[src/rtl/asteroids_pkg.sv]
// Shared types and screen constants for the asteroids video/game blocks.
// Holds the 10-bit coordinate type and a vertical span test used by sprite layers.
package asteroids_pkg;

  localparam int COORD_W        = 10;
  localparam int SCREEN_W       = 640;
  localparam int SCREEN_H       = 480;
  localparam int SHIP_Y_DEFAULT = 240;

  typedef logic [COORD_W-1:0] coord_t;

  // True when lo <= p <= lo + len - 1; the upper bound is one bit wider so it never wraps.
  function automatic logic in_span(input coord_t p, input coord_t lo, input coord_t len);
    logic [COORD_W:0] hi;
    hi = {1'b0, lo} + {1'b0, len} - (COORD_W+1)'(1);
    return (p >= lo) && ({1'b0, p} <= hi);
  endfunction

endpackage

[src/rtl/bullet_slot.sv]
// One projectile slot: holds active/bx/by, moves up SPEED pixels per tick,
// retires when it would cross row 0, and reports whether it covers (x, y).
module bullet_slot
  import asteroids_pkg::*;
#(
  parameter int SPEED    = 4,
  parameter int BULLET_H = 4
) (
  input  logic   clk_60hz,
  input  logic   reset,
  input  logic   spawn,
  input  coord_t spawn_x,
  input  coord_t spawn_y,
  input  coord_t x,
  input  coord_t y,
  output logic   active,
  output logic   active_nxt,
  output coord_t bx,
  output coord_t by,
  output logic   hit
);

  localparam coord_t SPEED_C = coord_t'(SPEED);
  localparam coord_t H_C     = coord_t'(BULLET_H);

  logic   active_q, active_d;
  coord_t bx_q, bx_d;
  coord_t by_q, by_d;

  // Allocation only targets free slots, so spawn and movement never overlap.
  always_comb begin
    active_d = active_q;
    bx_d     = bx_q;
    by_d     = by_q;
    if (spawn) begin
      active_d = 1'b1;
      bx_d     = spawn_x;
      by_d     = spawn_y;
    end else if (active_q) begin
      if (by_q < SPEED_C) begin
        active_d = 1'b0;
      end else begin
        by_d = by_q - SPEED_C;
      end
    end
  end

  always_ff @(posedge clk_60hz) begin
    if (reset) begin
      active_q <= 1'b0;
      bx_q     <= '0;
      by_q     <= '0;
    end else begin
      active_q <= active_d;
      bx_q     <= bx_d;
      by_q     <= by_d;
    end
  end

  assign active     = active_q;
  assign active_nxt = reset ? 1'b0 : active_d;
  assign bx         = bx_q;
  assign by         = by_q;
  assign hit        = active_q && (x == bx_q) && in_span(y, by_q, H_C);

endmodule

[src/rtl/bullet_launcher.sv]
// Spawns bullets from the ship nose on fire, moves them up once per frame tick,
// and renders the bullet pixel layer. Define BULLET_AUTOFIRE_EN for level-triggered fire.
module bullet_launcher
  import asteroids_pkg::*;
#(
  parameter int MAX_BULLETS = 4,
  parameter int SPEED       = 4,
  parameter int COOLDOWN    = 8,
  parameter int SHIP_Y      = SHIP_Y_DEFAULT,
  parameter int NOSE_OFFSET = 12,
  parameter int BULLET_H    = 4
) (
  input  logic       clk_60hz,
  input  logic       reset,
  input  logic       fire,
  input  logic [9:0] ship_x,
  input  logic [9:0] x,
  input  logic [9:0] y,
  output logic       pixel,
  output logic [3:0] active_count,
  output logic       shot_fired
);

  localparam int              CD_W    = (COOLDOWN < 1) ? 1 : $clog2(COOLDOWN + 1);
  localparam logic [CD_W-1:0] CD_LOAD = CD_W'(COOLDOWN);
  localparam coord_t          SPAWN_Y = coord_t'(SHIP_Y - NOSE_OFFSET);

  logic [MAX_BULLETS-1:0] slot_active, slot_active_nxt, slot_hit;
  logic [MAX_BULLETS-1:0] alloc_vec, spawn_vec;
  coord_t                 slot_bx [MAX_BULLETS];
  coord_t                 slot_by [MAX_BULLETS];

  logic            fire_prev_q, fire_prev_d;
  logic [CD_W-1:0] cooldown_q, cooldown_d;
  logic            shot_fired_q, shot_fired_d;
  logic [3:0]      active_count_q, active_count_d;
  logic            request, fire_ok;

`ifdef BULLET_AUTOFIRE_EN
  assign request = fire;
`else
  assign request = fire & ~fire_prev_q;
`endif

  // Lowest-index slot that is free at the start of this tick.
  always_comb begin
    alloc_vec = '0;
    for (int i = 0; i < MAX_BULLETS; i++) begin
      if (!slot_active[i] && (alloc_vec == '0)) begin
        alloc_vec[i] = 1'b1;
      end
    end
  end

  always_comb begin
    fire_prev_d  = fire;
    fire_ok      = request && (cooldown_q == '0) && (alloc_vec != '0);
    spawn_vec    = fire_ok ? alloc_vec : '0;
    shot_fired_d = fire_ok;
    if (fire_ok) begin
      cooldown_d = CD_LOAD;
    end else if (cooldown_q != '0) begin
      cooldown_d = cooldown_q - CD_W'(1);
    end else begin
      cooldown_d = '0;
    end
    active_count_d = '0;
    for (int i = 0; i < MAX_BULLETS; i++) begin
      active_count_d = active_count_d + 4'(slot_active_nxt[i]);
    end
  end

  // The fire history tracks the button even during reset so a held button is not an edge.
  always_ff @(posedge clk_60hz) begin
    fire_prev_q <= fire_prev_d;
  end

  always_ff @(posedge clk_60hz) begin
    if (reset) begin
      cooldown_q     <= '0;
      shot_fired_q   <= 1'b0;
      active_count_q <= '0;
    end else begin
      cooldown_q     <= cooldown_d;
      shot_fired_q   <= shot_fired_d;
      active_count_q <= active_count_d;
    end
  end

  for (genvar i = 0; i < MAX_BULLETS; i++) begin : g_slot
    bullet_slot #(
      .SPEED    (SPEED),
      .BULLET_H (BULLET_H)
    ) u_slot (
      .clk_60hz   (clk_60hz),
      .reset      (reset),
      .spawn      (spawn_vec[i]),
      .spawn_x    (ship_x),
      .spawn_y    (SPAWN_Y),
      .x          (x),
      .y          (y),
      .active     (slot_active[i]),
      .active_nxt (slot_active_nxt[i]),
      .bx         (slot_bx[i]),
      .by         (slot_by[i]),
      .hit        (slot_hit[i])
    );
  end

  // Slot positions are only consumed inside the slots' own hit tests.
  logic unused_slot_pos;
  always_comb begin
    unused_slot_pos = fire_prev_q;
    for (int i = 0; i < MAX_BULLETS; i++) begin
      unused_slot_pos = unused_slot_pos ^ (^slot_bx[i]) ^ (^slot_by[i]);
    end
  end

  assign pixel        = |slot_hit;
  assign active_count = active_count_q;
  assign shot_fired   = shot_fired_q;

endmodule

[config.mk]
export PLATFORM = sky130hd
export DESIGN_NAME = bullet_launcher
export DESIGN_NICKNAME = d
export VERILOG_FILES = /design/src/rtl/asteroids_pkg.sv /design/src/rtl/bullet_slot.sv /design/src/rtl/bullet_launcher.sv
export SDC_FILE = /design/constraint.sdc
export NUM_CORES = 1
export LEC_CHECK = 0
export CELL_PAD_IN_SITES_DETAIL_PLACEMENT = 0
export CELL_PAD_IN_SITES_GLOBAL_PLACEMENT = 2
export CORE_ASPECT_RATIO = 0.9
export CORE_UTILIZATION = 25
export DETAILED_ROUTE_END_ITERATION = 10
export GPL_TIMING_DRIVEN = 0
export PLACE_DENSITY_LB_ADDON = 0.2
export SLEW_MARGIN = 20
export SYNTH_ARGS = -nofsm -noshare
export SYNTH_HDL_FRONTEND = slang
export SYNTH_SLANG_ARGS = --single-unit
[constraint.sdc]
create_clock -name clk_60hz -period 2.57 [get_ports clk_60hz]
set_input_delay 0.3855 -clock clk_60hz [delete_from_list [all_inputs] [get_ports clk_60hz]]
set_output_delay 0.3855 -clock clk_60hz [all_outputs]
set_load 0.02 [all_outputs]
==> impl_metrics.env <==
export IMPL_clock_latency_ns=0.35
export IMPL_synth_net_count=675
export IMPL_io_pin_count=39
export IMPL_antenna_found_initial=0
export IMPL_via_per_inst=4.74
export IMPL_wirelength_mm=15.4
export IMPL_final_cell_mix="90 x nand2_1, 77 x dfxtp_1, 64 x a21oi_1"
export IMPL_dr_pass1_iters=4
export IMPL_grt_ovfl_total=0
export IMPL_drt_initial_drc_count=150
export IMPL_cp_arrival_ns=2.93
export IMPL_grt_max_degree=16
export IMPL_required_ns=2.79
export IMPL_final_min_clock_period_ns=2.72
export IMPL_drc_errors=0
export IMPL_crit_fanout=4
export IMPL_via_count=4268
export IMPL_ant_nets=0
export IMPL_rows=48
export IMPL_dp_cells=875
export IMPL_synth_edf_count=0
export IMPL_core_area_mm2=0.0193
export IMPL_yosys_register_bits=85
export IMPL_fin_area_mm2=0.00611
export IMPL_synth_flop_cell="dfxtp_1"
export IMPL_numCtsBuffers=9
export IMPL_hold_viol_final=0
export IMPL_irDropWorstVdd_mv=0.440
export IMPL_finClkSkew_ns=0.00734
export IMPL_cp_endpoint="active_count[1]"
export IMPL_die_y_um=136
export IMPL_tightest_slew_ns=0.902
export IMPL_post_drt_wl_per_cell_um=17.1
export IMPL_gp_congestion=0.803
export IMPL_top_usage_layer="met2"
export IMPL_power_density_mw_per_mm2=611
export IMPL_whs_path_depth=2
export IMPL_cap_violations=0
export IMPL_fin_util_pct=31.7
export IMPL_postSynthCellCount=597
export IMPL_final_setup_tns_ns=-0.363
export IMPL_r2r_end="active_count[1]"
export IMPL_cts_tree="done"
export IMPL_grt_setup_unrepaired="true"
export IMPL_rrSetupSlack_ns=-0.15
export IMPL_synthDistinctLibCells=56
export IMPL_yosysWarnings=0
export IMPL_use_met2_pct=26.3
export IMPL_violations="negative setup slack"
export IMPL_root_buffer="clkbuf_16"
export IMPL_synthArstFlopShare_pct=0
export IMPL_crit_path_end_kind="register"
export IMPL_startpoint_type="register"
export IMPL_h_tree_depth=3
export IMPL_grt_use_met3_pct=3.00
export IMPL_relSlewSlack_pct=39.9
export IMPL_pre_cts_slack_ns=-0.986
export IMPL_dieArea_mm2=0.0204
export IMPL_crit_type="register to register"
export IMPL_status="complete, but fails checks"
export IMPL_mostFrequentLayoutCell="nand2_1"
export IMPL_syn_area_per_cell_um2=8.30
export IMPL_hpwl_mm=12.0
export IMPL_area_growth_pct=23.3
export IMPL_fin_cells=901
export IMPL_synth_top_area_share_pct=34.3
export IMPL_cts_sinks=85
export IMPL_synth_largest_area_cell="dfxtp_1"
export IMPL_grt_pass1_wl_mm=24.0
export IMPL_setup_ws_ns=-0.149
export IMPL_slew_viol_final=0
export IMPL_worstRegToRegCells=12
export IMPL_clkTransAtPathRegs_ns=0.07
export IMPL_grt_use_met1_pct=21.7
export IMPL_start_util_pct=25.7
export IMPL_fmax_mhz=368
export IMPL_ys_seq_area_share_pct=34.3
export IMPL_fin_crit_sh_pct=106
export IMPL_min_path_type="register to register"
export IMPL_netlist_area_mm2=0.00496
export IMPL_finalSetupViolations=3
export IMPL_grt_total_usage_pct=16.1
export IMPL_drive_above_1_share_pct=13.5
export IMPL_leakage_nw=2.13
export IMPL_first_global_vias=4145
export IMPL_cts_buffer_depth=2
export IMPL_startpoint="cooldown_q[0]"
export IMPL_synth_area_top_cells="dfxtp_1 34%, ha_1 11%, xnor2_1 9.4%"
export IMPL_r2r_start="cooldown_q[0]"
export IMPL_die_width_um=150
export IMPL_antenna_cells=0
export IMPL_portBuffers=28
export IMPL_fin_nets=724
export IMPL_postPlaceCellArea_mm2=0.00560
## state kept, by name (all words and copies together) (netlist names)
name and count:
active_count 3, cooldown_q 4, fire_prev_q 1, g_slot.u_slot.active 4, g_slot.u_slot.bx 40, g_slot.u_slot.by 32
shot_fired 1
## cell families after synthesis
logic type	Yosys count	synth area share, %
XOR/XNOR	63	11.1
flip-flops	85	34.3
other	1	0.0757
buffers and inverters	74	5.76
adder cells (fa/ha/maj)	45	11.5
AND/OR/NAND/NOR	209	21.1
AO/OA/AOI/OAI	120	16.1
## routing by layer
| layer | up-vias | part of all wire [%] |
|---|---|---|
| met5 | - | 0 |
| met4 | 0 | 0.97 |
| met3 | 9 | 2.3 |
| met2 | 39 | 48 |
| met1 | 2057 | 49 |
| li1 | 2163 | - |
## stage by stage
stage / hold slack (ns) / power [mW]
6_report: 0.465 / 3.73
4_1_cts: 0.469 / 3.76
2_1_floorplan: 0.402 / 2.07
3_5_place_dp: 0.419 / 2.32
3_3_place_gp: 0.414 / 2.30
5_1_grt: 0.486 / 3.95
## cell usage after synthesis, drive strengths merged, types with 6 or more instances
master  count
nor2b       6
a21o        7
nand2      91
xnor2      53
inv        44
o21ai       7
nand4      13
xor2       10
a211oi      8
nor3       26
nor4        8
dfxtp      85
clkbuf     25
a21oi      64
ha         44
nand3      20
nor2       21
## final cells by class
class	instances	area, um2
clock buffers	10	239
fillers	2072	13200
inverters	44	165
well taps	250	313
flip-flops and latches	85	1710
plain buffers	26	106
repair buffers	42	377
clock inverters	6	68.8
multi-input cells	438	3130
## power breakdown
part | total [mW] | internal, mW | switching, mW
sequential | 1.49 | 1.40 | 0.0864
combinational | 0.868 | 0.402 | 0.466
clock | 1.37 | 0.787 | 0.587
total | 3.73 | 2.59 | 1.14
## worst min path at each step
stage,start,endpoint,slack (ns)
6_report,g_slot[3].u_slot.bx[2],g_slot[3].u_slot.bx[2],0.47
5_1_grt,g_slot[3].u_slot.bx[6],g_slot[3].u_slot.bx[6],0.49
4_1_cts,g_slot[3].u_slot.bx[2],g_slot[3].u_slot.bx[2],0.47
3_5_place_dp,cooldown_q[0],cooldown_q[0],0.42
3_3_place_gp,cooldown_q[0],cooldown_q[0],0.41
2_1_floorplan,cooldown_q[0],cooldown_q[0],0.40
## timing repair
action | 4_1_cts | 5_1_grt
setup buffers | 13 | 1
setup endpoints to repair | 4 | 7
pin swaps | 14 | 4
hold buffers | 0 | 0
gates resized for setup | 38 | 12
## worst max-delay path, stage by stage (launching register included)
cell      delay (ns)
dfxtp_2         0.32
inv_2           0.07
ha_4            0.12
nor3b_4         0.22
nand3b_4        0.14
buf_6           0.14
or2_4           0.23
a21o_4          0.24
fa_1            0.56
inv_2           0.05
ha_4            0.16
ha_4            0.21
nor2b_4         0.12
No activity file was read; power rests on OpenSTA's default activity.
